## config.mk

```make
export PLATFORM = sky130hd
export DESIGN_NAME = rstack
export DESIGN_NICKNAME = d
export VERILOG_FILES = /design/src/rtl/rstack.sv
export SDC_FILE = /design/constraint.sdc
export NUM_CORES = 1
export LEC_CHECK = 0
export CAP_MARGIN = 30
export CORE_MARGIN = 2
export CORE_UTILIZATION = 59
export CTS_CLUSTER_SIZE = 10
export DETAILED_ROUTE_END_ITERATION = 6
export MAX_ROUTING_LAYER = met4
export PLACE_DENSITY_LB_ADDON = 0.2
export SLEW_MARGIN = 20
export SYNTH_ARGS = -nofsm -noshare
export SYNTH_HDL_FRONTEND = slang
export SYNTH_SLANG_ARGS = --single-unit
```

## constraint.sdc

```tcl
create_clock -name clk -period 3.2 [get_ports clk]
set_input_delay 0.8 -clock clk [delete_from_list [all_inputs] [get_ports clk]]
set_output_delay 0.8 -clock clk [all_outputs]
set_load 0.005 [all_outputs]
```

## src/rtl/rstack.sv

```systemverilog
// rtl/rstack.sv - Forth return stack with registered top entry and spill array
// Top lives in its own register so rstack_top never depends on an array read.
module rstack #(
  parameter int iaddr_width = 10,
  parameter int data_width  = 16,
  parameter int depth       = 16,
  parameter int ptr_width   = 5
) (
  input  logic                   clk,
  input  logic                   rst_n,
  input  logic [iaddr_width-1:0] ip_inc,
  input  logic [data_width-1:0]  TOS,
  input  logic                   push,
  input  logic                   push_tos_sel,
  input  logic                   pop,
  input  logic                   clr_err,
  output logic [data_width-1:0]  rstack_top,
  output logic [iaddr_width-1:0] rstack_top_ip,
  output logic [ptr_width-1:0]   count,
  output logic                   empty,
  output logic                   full,
  output logic                   overflow,
  output logic                   underflow
);

  localparam int aw = (depth > 2) ? $clog2(depth - 1) : 1;
  localparam logic [ptr_width-1:0] depth_c = ptr_width'(depth);

  logic [data_width-1:0] top_q, top_d;
  logic [ptr_width-1:0]  count_q, count_d;
  logic                  ovf_q, ovf_d, unf_q, unf_d;
  logic [data_width-1:0] mem_q [2**aw];

  logic [data_width-1:0] push_data;
  logic                  wr_en;
  logic                  ovf_set, unf_set;
  logic [aw-1:0]         wr_idx, rd_idx;
  logic                  is_full, is_empty;

  assign is_full  = (count_q == depth_c);
  assign is_empty = (count_q == '0);
  assign wr_idx   = aw'(count_q - ptr_width'(1));
  assign rd_idx   = aw'(count_q - ptr_width'(2));

  always_comb begin
    push_data = push_tos_sel ? TOS : data_width'(ip_inc);
    top_d     = top_q;
    count_d   = count_q;
    wr_en     = 1'b0;
    ovf_set   = 1'b0;
    unf_set   = 1'b0;

    if (push && pop) begin
      top_d = push_data;
      if (is_empty) begin
        count_d = ptr_width'(1);
        unf_set = 1'b1;
      end
    end else if (push) begin
      if (is_full) begin
        ovf_set = 1'b1;
      end else begin
        wr_en   = !is_empty;
        top_d   = push_data;
        count_d = count_q + ptr_width'(1);
      end
    end else if (pop) begin
      if (is_empty) begin
        unf_set = 1'b1;
      end else begin
        // Refill the top from the array; the last entry leaves the top at zero.
        top_d   = (count_q == ptr_width'(1)) ? '0 : mem_q[rd_idx];
        count_d = count_q - ptr_width'(1);
      end
    end

    ovf_d = (ovf_q && !clr_err) || ovf_set;
    unf_d = (unf_q && !clr_err) || unf_set;
  end

  always_ff @(posedge clk or negedge rst_n) begin
    if (!rst_n) begin
      top_q   <= '0;
      count_q <= '0;
      ovf_q   <= 1'b0;
      unf_q   <= 1'b0;
    end else begin
      top_q   <= top_d;
      count_q <= count_d;
      ovf_q   <= ovf_d;
      unf_q   <= unf_d;
    end
  end

  // Array contents are only readable below count, so they need no reset.
  always_ff @(posedge clk) begin
    if (wr_en) begin
      mem_q[wr_idx] <= top_q;
    end
  end

  assign rstack_top    = top_q;
  assign rstack_top_ip = top_q[iaddr_width-1:0];
  assign count         = count_q;
  assign empty         = is_empty;
  assign full          = is_full;
  assign overflow      = ovf_q;
  assign underflow     = unf_q;

endmodule

```

# == After elaboration in Yosys (flattened, before gate mapping) ==
# Memory sizes are Yosys's and may differ from the RTL's.
# Index checks and enable logic that the tools add are counted.
# op_classes
n_addsub,3
eq_ne,5
mux,25
n_reduce_logical,11
# op_table
cell,n
$mux W16,7
$mux W5,6
$mux W1,12
$ne A3 B2 Y1 const B,2
$add A5 B1 Y5 const B,1
$eq A5 B1 Y1 const B,1
$eq A5 B5 Y1 const B,1
$logic_not A5 Y1,1
$sub A5 B1 Y5 const B,1
$reduce_and A4 Y1,1
$sub A4 B2 Y4 const B,1
$logic_and A1 B1 Y1,3
$reduce_and A3 Y1,1
$reduce_bool A3 Y1,1
$logic_not A1 Y1,2
$logic_or A1 B1 Y1,2
$ne A2 B2 Y1 const B,1
# totals
regBits,23
mem_bits_rw,256
output_inout_bits,35
n_memories,1
# mem_list
name,words,word_bits,read_ports,rd_clocked_by_memory_dff,wr,line,source
mem_q,16,16,1,0,1,32,logic [data_width-1:0] mem_q [2**aw];

# == Depth between registers and ports, before layout ==
# Gate-level depths: netlist (run 1).
# logic_depth
depth_word,7
depth_mapped,9
mapped_depth_nobuf,6

# == Worst setup path before layout (run 1) ==
# Ideal clock, no wire load.
# synth_path
kind,flip-flop to flip-flop
start,"register count_q[1], in the netlist count[1]"
end,"memory mem_q[8][10], enable pin"
t_arrival_ps,2344
required_time_ps,2812
slack_ps,467
path_stages_with_launch,8
n_path_buf,1
path_cell_list,dfrtp_1 > buf_2 > inv_2 > ha_1 > a21boi_1 > xor2_1 > nand2_1 > nor2_1
# synth_between
elab_chain_len,7
word_cells_on_any_way,9
classes_between,add/sub: 1; eq/ne: 1; mux: 5; reduce/logical: 2
# synth_rtl
item,line,source
start: declaration,30,"logic [ptr_width-1:0] count_q, count_d;"
start signal: assignment,89,count_q <= count_d;
$logic_not A5 Y1,41,assign is_empty = (count_q == '0);
$logic_not A1 Y1,63,wr_en = !is_empty;
$mux W1,60,if (is_full) begin
$mux W1,59,end else if (push) begin
$mux W1,53,if (push && pop) begin
$mux W1,97,if (wr_en) begin
$mux W1 (not written as such),98,mem_q[wr_idx] <= top_q;
end: declaration,32,
# Several ways; a longest one is shown, not always the timed one.

# == Worst setup path after layout (run 1) ==
# layout_path
start,"register count_q[0], in the netlist count[0]"
end,output port empty
# layout_between
elab_chain_len,1
# layout_rtl
item,line,source
$logic_not A5 Y1,41,
end: declaration,20,"output logic empty,"
# Every way passes these cells.

==> results_dict.tcl, run 1 <==
set metrics [dict create \
    status "finished clean" \
    finalSetupViolCount 0 \
    cp-end-kind "output port" \
    pre_cts_slack_ns 0.167 \
    netlist_top_cells_area "edfxtp_1, mux4_2, dfrtp_1" \
    io_pins 67 \
    cts_max_path_buffers 3 \
    synth-compound-area-share 0.0392 \
    p_leak_nw 4.65 \
    synth.distinct_cells 46 \
    crit_path_max_incr_delay_ns 0.52 \
    fin_nets 778 \
    fmax_mhz 321 \
    layout_commonest_cell "edfxtp_1" \
    cts-hold-fix-buffers 0 \
    synth.avg_cell_area_um2 18.4 \
    synth_edf_count 256 \
    post_cts_buffers 0 \
    diodes 0 \
    dp_hpwl_mm 17.4 \
    htreeDepth 2 \
    rsz0062_at_grt "no" \
    fin_crit_ns 3.11 \
    core_um2 19400 \
    synth-xor-area-share 0.00668 \
    swShare 0.335 \
    worst_pin_slew_ns 0.976 \
    finalWeightedCongestion 0.887 \
    highest_layer "met4" \
    internal_power_w 0.00904 \
    timing.critical_path.arrival_ns 2.31 \
    syn_nets 672 \
    grt_overflow 0 \
    seq_area_frac_synth 0.711 \
    route.met2.wl_mm 12.7 \
    drt-total-wl_mm 26.8 \
    final_cell_mix "edfxtp_1, clkdlybuf4s50_1, mux4_2" \
    antenna_found_initial 0 \
    clk_latency_ns 0.50 \
    hold_path_depth 2 \
    r2r_cells 7 \
    holdWs_ns 0.545 \
    synth_seq_cells 279 \
    relSlewSlack 0.349 \
    dr_wl_met3_mm 3.07 \
    worstHoldPathType "flop to flop" \
    yosys_warnings 0 \
    synth_fa_ha_area_frac 0.00970 \
    cts_tree "built" \
    synth_cells 631 \
    grt_pass1_wl_mm 39.6 \
    cts_resized 3 \
    initial_core_util 0.599 \
    first_iter_violations 834 \
    synth_flop_cell "edfxtp_1" \
    power-per-cell-area_nw_per_um2 987 \
    finClkSkew_ns 0.0179 \
    cp.required_ns 2.40 \
    die_x_um 144 \
    post-route-period-util 0.972 \
    place.port_buffers 66 \
    drv_slew 0 \
    drc 0 \
    wire_per_inst_um 26.5 \
    num_vias 6340 \
    fin_setup_tns_ns 0 \
    syn_to_final_growth_pct 18.6 \
    fill_cells 1208 \
    ir_drop_v 0.000673 \
    drtPass1Iterations 5 \
    die_area_um2 20800 \
    cts.root.buffer_cell "clkbuf_16" \
    synth.largest_area_cell "edfxtp_1" \
    synth_top_family_by_area "multiplexers" \
    power_frac_seq 0.381 \
    grt_pass1_vias 6376 \
    layout_setup_ws_ns 0.0890 \
    critPathBufInv 2 \
    cp-start-kind "flop" \
    seqCellArea_um2 8270 \
    rows 51 \
    yosysTopAreaCellShare 0.662 \
    p_sw_w 0.00456 \
    cp_cell_sequence "inv_2, ha_4, or3b_4, nor2_2, clkdlybuf4s50_1" \
    multi_input_area_um2 3080 \
    async_flop_share 0.0824 \
    critPathMaxFanout 4 \
    die_h_um 144 \
    critPathSlowestCell "clkdlybuf4s50_1" \
    cp.depth 5 \
    cts_sinks 279 \
    cts_made_buffers 34 \
    synth_simple_gate_area_frac 0.0519 \
    grt_max_degree 68 \
    placed_area_um2 12800 \
    p_comb_frac 0.378 \
    syn_area_um2 11600 \
    ant_nets 0 \
    wl_met1_mm 10.5 \
    critical_path_class "flop to output port" \
    hold_viol_final 0 \
    grt_usage 0.277 \
    fin_area_um2 13800 \
    final_layout_size_suffix_gt1_frac 0.266 \
    clkPwrFrac 0.241 \
    cp_top_family "buffers and inverters" \
    maxCapViolations 0 \
    synthMuxAreaShare 0.152 \
    clk_pin_slew_ns 0.06 \
    via_per_inst 6.26 \
]
## layout make-up
class	count	share of cell area
Multi-Input combinational cell	296	0.224
Sequential cell	279	0.600
Inverter	8	0.00236
Tap cell	265	0.0241
Clock inverter	4	0.00182
Clock buffer	42	0.0655
Timing Repair Buffer	118	0.0826
## per-stage QoR
stage	cells	utilization	power (W)
2_1_floorplan	631	-	0.00836
3_3_place_gp	966	0.661	0.0102
3_5_place_dp	966	0.661	0.0103
4_1_cts	1012	0.710	0.0136
5_1_grt	1012	0.710	0.0142
6_report	1012	0.710	0.0136
## worst register-to-register path: stages, from the launching register on
cell,delay [ns]
dfrtp_1,0.55
inv_1,0.18
ha_1,0.34
a21boi_1,0.37
xor2_1,0.29
nand2_1,0.27
nor2_2,0.23
buf_4,0.24
## power by group through the flow
stage          registers (W)  logic (W)  clock network, W
2_1_floorplan        0.00532    0.00304                 0
3_3_place_gp         0.00521    0.00496                 0
3_5_place_dp         0.00523    0.00510                 0
4_1_cts              0.00517    0.00514           0.00332
5_1_grt              0.00521    0.00549           0.00346
6_report             0.00518    0.00515           0.00328
## cells by family after synthesis
kind of cell | Yosys count
AOI/OAI and AO/OA | 57
xor gates and xnor gates | 8
adders and majority gates | 9
buffers and inverters | 56
DFF | 279
muxes | 100
and+or+nand+nor | 122
## state kept, by name, indices dropped and copies added (netlist names)
signal      count
mem_q         256
rstack_top     16
count           5
overflow        1
underflow       1
## cell usage after synthesis (6+ instances only)
cell	number
nor2_1	28
a21oi_1	8
inv_1	6
mux2i_1	26
buf_4	18
edfxtp_1	256
and3_1	11
a211oi_1	11
clkbuf_1	16
o311ai_2	6
dfrtp_1	23
mux4_2	60
and2_1	12
ha_1	9
o22ai_1	7
nand2_1	40
nand3_1	13
mux2_2	14
buf_2	8
## worst paths after layout
path / startpoint / to / slack [ns]
worst max register to register: count[2]$_DFFE_PN0P_ / mem_q[10][12]$_DFFE_PP_ / 0.42
worst max-delay path: count[0]$_DFFE_PN0P_ / empty / 0.09
min in group asynchronous: rst_n / overflow$_DFF_PN0_ / 0.75
max in group asynchronous: rst_n / rstack_top[6]$_DFFE_PN0P_ / 1.80
worst min register to register: overflow$_DFF_PN0_ / overflow$_DFF_PN0_ / 0.55
worst min-delay path: overflow$_DFF_PN0_ / overflow$_DFF_PN0_ / 0.55
## routing by layer
layer,vias up,global-route usage
met3,45,0.0573
met5,-,-
met1,3208,0.404
met2,383,0.405
li1,2704,-
met4,0,0.0818
Note: power is estimated with default switching activity, not from simulation.
==> run 2, diff against run 1 <==
--- a/config.mk
+++ b/config.mk
@@ -10,6 +10,7 @@
 export CORE_UTILIZATION = 59
 export CTS_CLUSTER_SIZE = 10
 export DETAILED_ROUTE_END_ITERATION = 6
+export GPL_TIMING_DRIVEN = 0
 export MAX_ROUTING_LAYER = met4
 export PLACE_DENSITY_LB_ADDON = 0.2
 export SLEW_MARGIN = 20
==> results_dict.tcl, run 2 (synthesized netlist as in run 1, its figures left out) <==
set metrics [dict create \
    status "finished clean" \
    final_util 0.708 \
    cts_sinks 279 \
    cts_made_buffers 34 \
    drv_slew 0 \
    cp_top_family "simple AND/OR/NAND/NOR gates" \
    antenna_found_initial 0 \
    top_register "mem_q" \
    clk_pin_slew_ns 0.06 \
    fin_nets 779 \
    cp_cell_sequence "buf_2, inv_1, ha_1, a21boi_1, xor2_1, nand2_1, nor2_4" \
    worstHoldPathType "input port to async pin" \
    diodes 0 \
    timing.critical_path.arrival_ns 3.15 \
    die_x_um 144 \
    grt_pass1_wl_mm 38.4 \
    die_h_um 144 \
    critPathBufInv 2 \
    maxCapViolations 0 \
    drc 0 \
    cts.root.buffer_cell "clkbuf_16" \
    largest_reg_flops 256 \
    p_leak_nw 4.60 \
    drtPass1Iterations 7 \
    critical_path_class "flop to flop" \
    pre_cts_slack_ns 0.0558 \
    rows 51 \
    layout_commonest_cell "edfxtp_1" \
    cp-end-kind "flop" \
    finClkSkew_ns 0.0184 \
    htreeDepth 2 \
    post-route-period-util 0.948 \
    io_pins 67 \
    cts-hold-fix-buffers 0 \
    holdWs_ns 0.288 \
    layout_setup_ws_ns 0.165 \
    clk_latency_ns 0.51 \
    wire_per_inst_um 25.6 \
    ir_drop_v 0.000450 \
    finalSetupViolCount 0 \
    rsz0062_at_grt "no" \
    initial_core_util 0.599 \
    power-per-cell-area_nw_per_um2 985 \
    relSlewSlack 0.450 \
    syn_to_final_growth_pct 18.3 \
    worst_pin_slew_ns 0.826 \
    total_power_w 0.0135 \
    core_um2 19400 \
    cts_tree "built" \
    place.port_buffers 63 \
    cp-start-kind "flop" \
    grt_max_degree 24 \
    first_iter_violations 781 \
    fmax_mhz 329 \
    fin_area_um2 13700 \
    fin_crit_ns 3.04 \
    placed_area_um2 12800 \
    grt_pass1_vias 6373 \
    cp.required_ns 3.32 \
    hold_viol_final 0 \
    num_vias 6369 \
    via_per_inst 6.27 \
    final_cell_mix "edfxtp_1, clkdlybuf4s50_1, mux4_2" \
    crit_path_max_incr_delay_ns 0.61 \
    die_area_um2 20800 \
    cts_max_path_buffers 3 \
    ant_nets 0 \
    drt-total-wl_mm 26.0 \
    grt_usage 0.267 \
    grt_overflow 0 \
    critPathMaxFanout 16 \
    finalWeightedCongestion 0.910 \
    critPathSlowestCell "nor2_4" \
    final_layout_size_suffix_gt1_frac 0.249 \
    dp_hpwl_mm 16.4 \
]
==> run 2: layout make-up <==
class / instances / area [um^2]
plain buffers: 46 / 303
clock buffers: 46 / 917
clock inverters: 2 / 17.5
fillers: 1245 / 5660
inverters: 8 / 40.0
multi-input cells: 296 / 3120
flip-flops and latches: 279 / 8270
well taps: 265 / 332
repair buffers: 73 / 748
==> run 2: timing repair <==
item                       CTS  global route
gates resized for setup     13             1
buffers inserted             2             0
setup endpoints to repair    2            29
pin swaps                    0             1
==> run 2: routing by layer <==
| metal | track usage | routed length (um) |
|---|---|---|
| met1 | 0.368 | 10300 |
| met2 | 0.413 | 12800 |
| met3 | 0.0454 | 2140 |
| met4 | 0.0930 | 763 |
| met5 | - | 0 |
==> run 2: through the flow <==
stage          TNS (ns)  std cells
4_1_cts               0       1015
5_1_grt               0       1015
2_1_floorplan         0        631
3_5_place_dp          0        967
3_3_place_gp    -135.73        959
6_report              0       1015
==> run 2: worst register-to-register path: cells and delay by family (launching register included) <==
| family | cells | cell delay, ns |
|---|---|---|
| buffers and inverters | 2 | 0.33 |
| DFF | 1 | 0.39 |
| and+or+nand+nor | 2 | 0.93 |
| xor gates and xnor gates | 1 | 0.30 |
| adders and majority gates | 1 | 0.36 |
| AOI/OAI and AO/OA | 1 | 0.33 |
==> run 2: power breakdown <==
group | total [W] | switching (W) | leakage (nW) | internal (W)
clock network | 0.00332 | 0.00134 | 0.453 | 0.00198
logic | 0.00468 | 0.00245 | 1.55 | 0.00223
registers | 0.00553 | 0.000651 | 2.60 | 0.00488
total | 0.0135 | 0.00444 | 4.60 | 0.00909
==> run 2: final timing paths <==
path | from | end | slack [ns] | depth (start not counted)
max | count[2]$_DFFE_PN0P_ | mem_q[9][5]$_DFFE_PP_ | 0.16 | 7
max in group asynchronous | rst_n | count[1]$_DFFE_PN0P_ | 2.50 | 1
min | rst_n | rstack_top[8]$_DFFE_PN0P_ | 0.29 | 1
max reg2reg | count[2]$_DFFE_PN0P_ | mem_q[9][5]$_DFFE_PP_ | 0.16 | 7
min in group clk | underflow$_DFF_PN0_ | underflow$_DFF_PN0_ | 0.51 | 2
min reg2reg | underflow$_DFF_PN0_ | underflow$_DFF_PN0_ | 0.51 | 2
==> run 3, diff against run 2 <==
--- a/config.mk
+++ b/config.mk
@@ -7,12 +7,13 @@
 export LEC_CHECK = 0
 export CAP_MARGIN = 30
 export CORE_MARGIN = 2
-export CORE_UTILIZATION = 59
+export CORE_UTILIZATION = 30
 export CTS_CLUSTER_SIZE = 10
 export DETAILED_ROUTE_END_ITERATION = 6
 export GPL_TIMING_DRIVEN = 0
 export MAX_ROUTING_LAYER = met4
 export PLACE_DENSITY_LB_ADDON = 0.2
+export SETUP_SLACK_MARGIN = 0.15
 export SLEW_MARGIN = 20
 export SYNTH_ARGS = -nofsm -noshare
 export SYNTH_HDL_FRONTEND = slang
==> results_dict.tcl, run 3 (synthesized netlist as in run 1, its figures left out) <==
set metrics [dict create \
    pre_cts_slack_ns -0.0428 \
    fin_crit_ns 2.93 \
    ant_nets 0 \
    core_um2 38500 \
    fmax_mhz 341 \
    io_pins 67 \
    worst_pin_slew_ns 0.970 \
    die_h_um 201 \
    finClkSkew_ns 0.0122 \
    wire_per_inst_um 23.1 \
    drc 0 \
    cts.root.buffer_cell "clkbuf_16" \
    layout_commonest_cell "edfxtp_1" \
    cts-hold-fix-buffers 0 \
    drv_slew 0 \
    grt_usage 0.153 \
    top_register "mem_q" \
    num_vias 6306 \
    worstHoldPathType "input port to async pin" \
    power_frac_seq 0.398 \
    syn_to_final_growth_pct 23.2 \
    clk_pin_slew_ns 0.05 \
    cp-end-kind "output port" \
    cts_max_path_buffers 3 \
    fin_nets 788 \
    diodes 0 \
    first_iter_violations 566 \
    cp-start-kind "flop" \
    rsz0062_at_grt "yes" \
    clkPwrFrac 0.252 \
    die_x_um 201 \
    antenna_found_initial 0 \
    cts_tree "built" \
    p_comb_frac 0.350 \
    grt_max_degree 24 \
    power-per-cell-area_nw_per_um2 974 \
    swShare 0.335 \
    critical_path_class "flop to output port" \
    timing.critical_path.arrival_ns 2.13 \
    placed_area_um2 13000 \
    internal_power_w 0.00927 \
    grt_pass1_wl_mm 43.7 \
    die_area_um2 40300 \
    via_per_inst 4.92 \
    htreeDepth 2 \
    grt_overflow 0 \
    post-route-period-util 0.916 \
    finalWeightedCongestion 0.806 \
    final_layout_size_suffix_gt1_frac 0.260 \
    p_leak_nw 4.69 \
    hold_viol_final 0 \
    drt-total-wl_mm 29.6 \
    cts_sinks 279 \
    dp_hpwl_mm 18.5 \
    rows 72 \
    maxCapViolations 0 \
    layout_setup_ws_ns 0.269 \
    cp.required_ns 2.40 \
    drtPass1Iterations 5 \
    final_cell_mix "edfxtp_1, clkdlybuf4s50_1, mux4_2" \
    fin_area_um2 14300 \
    status "finished clean" \
    largest_reg_flops 256 \
    initial_core_util 0.302 \
    ir_drop_v 0.000375 \
    relSlewSlack 0.353 \
    grt_pass1_vias 6666 \
    r2r_cells 7 \
    cts_made_buffers 34 \
    clk_latency_ns 0.51 \
    critPathMaxFanout 10 \
    holdWs_ns 0.325 \
    p_sw_w 0.00467 \
    finalSetupViolCount 0 \
    place.port_buffers 63 \
]
-- run 3: cell count changes in the layout (fill, tap and decap cells not counted), moves of 2 or more --
cell / change
buf_8: -2
buf_4: +4
clkinv_2: +2
nor2_2: -6
nor2_4: +6
clkbuf_1: +3
buf_6: -3
buf_12: +9
-- run 3: stage by stage --
step,TNS [ns],std cells,total power [W],utilization
2_1_floorplan,0,631,0.00836,-
3_3_place_gp,-168.13,1212,0.0102,0.335
3_5_place_dp,-2.93,1215,0.0104,0.339
4_1_cts,0,1276,0.0141,0.369
5_1_grt,0,1283,0.0146,0.372
6_report,0,1283,0.0139,0.372
-- run 3: power groups by stage --
stage	clock, W	sequential [W]	combinational, W
final	0.00351	0.00555	0.00488
after global routing	0.00372	0.00565	0.00526
after CTS	0.00359	0.00558	0.00490
after detailed placement	0	0.00565	0.00474
after global placement	0	0.00560	0.00458
after floorplan	0	0.00532	0.00304
-- run 3: cell type report --
type                    instances  area, um^2
fillers                      3521       24200
flip-flops and latches        279        8270
multi-input cells             296        3150
clock buffers                  49         928
repair buffers                 80         875
well taps                     518         648
plain buffers                  48         324
clock inverters                 5        68.8
inverters                       8        47.5
-- run 3: metal layers --
layer,GRT usage,part of all wire,vias to the layer above
met5,-,0,-
met4,0.0529,0.030,0
met3,0.0252,0.051,60
met2,0.255,0.51,217
met1,0.189,0.41,3293
li1,-,-,2736
-- run 3: path summary, 6_finish.rpt --
check                                     startpoint  slack, ns                        end
worst min register to register   underflow$_DFF_PN0_       0.52        underflow$_DFF_PN0_
min in group clk                 underflow$_DFF_PN0_       0.52        underflow$_DFF_PN0_
worst max register to register  count[2]$_DFFE_PN0P_       0.31     mem_q[6][12]$_DFFE_PP_
worst max-delay path            count[0]$_DFFE_PN0P_       0.27                      empty
max in group asynchronous                      rst_n       2.40       count[1]$_DFFE_PN0P_
worst min-delay path                           rst_n       0.32  rstack_top[2]$_DFFE_PN0P_
-- run 3: worst max-delay path, stage by stage, from the launching register on --
cell           delay (ns)
dfrtp_2              0.43
buf_12               0.17
inv_12               0.09
ha_4                 0.16
or3b_4               0.42
nor2_4               0.12
dlygate4sd2_1        0.24
-- run 3: repair_timing --
action,4_1_cts,5_1_grt
resized for setup,20,1
pin swaps,5,5
setup buffers,7,7
hold endpoints to repair,0,0
setup endpoints to repair,150,90
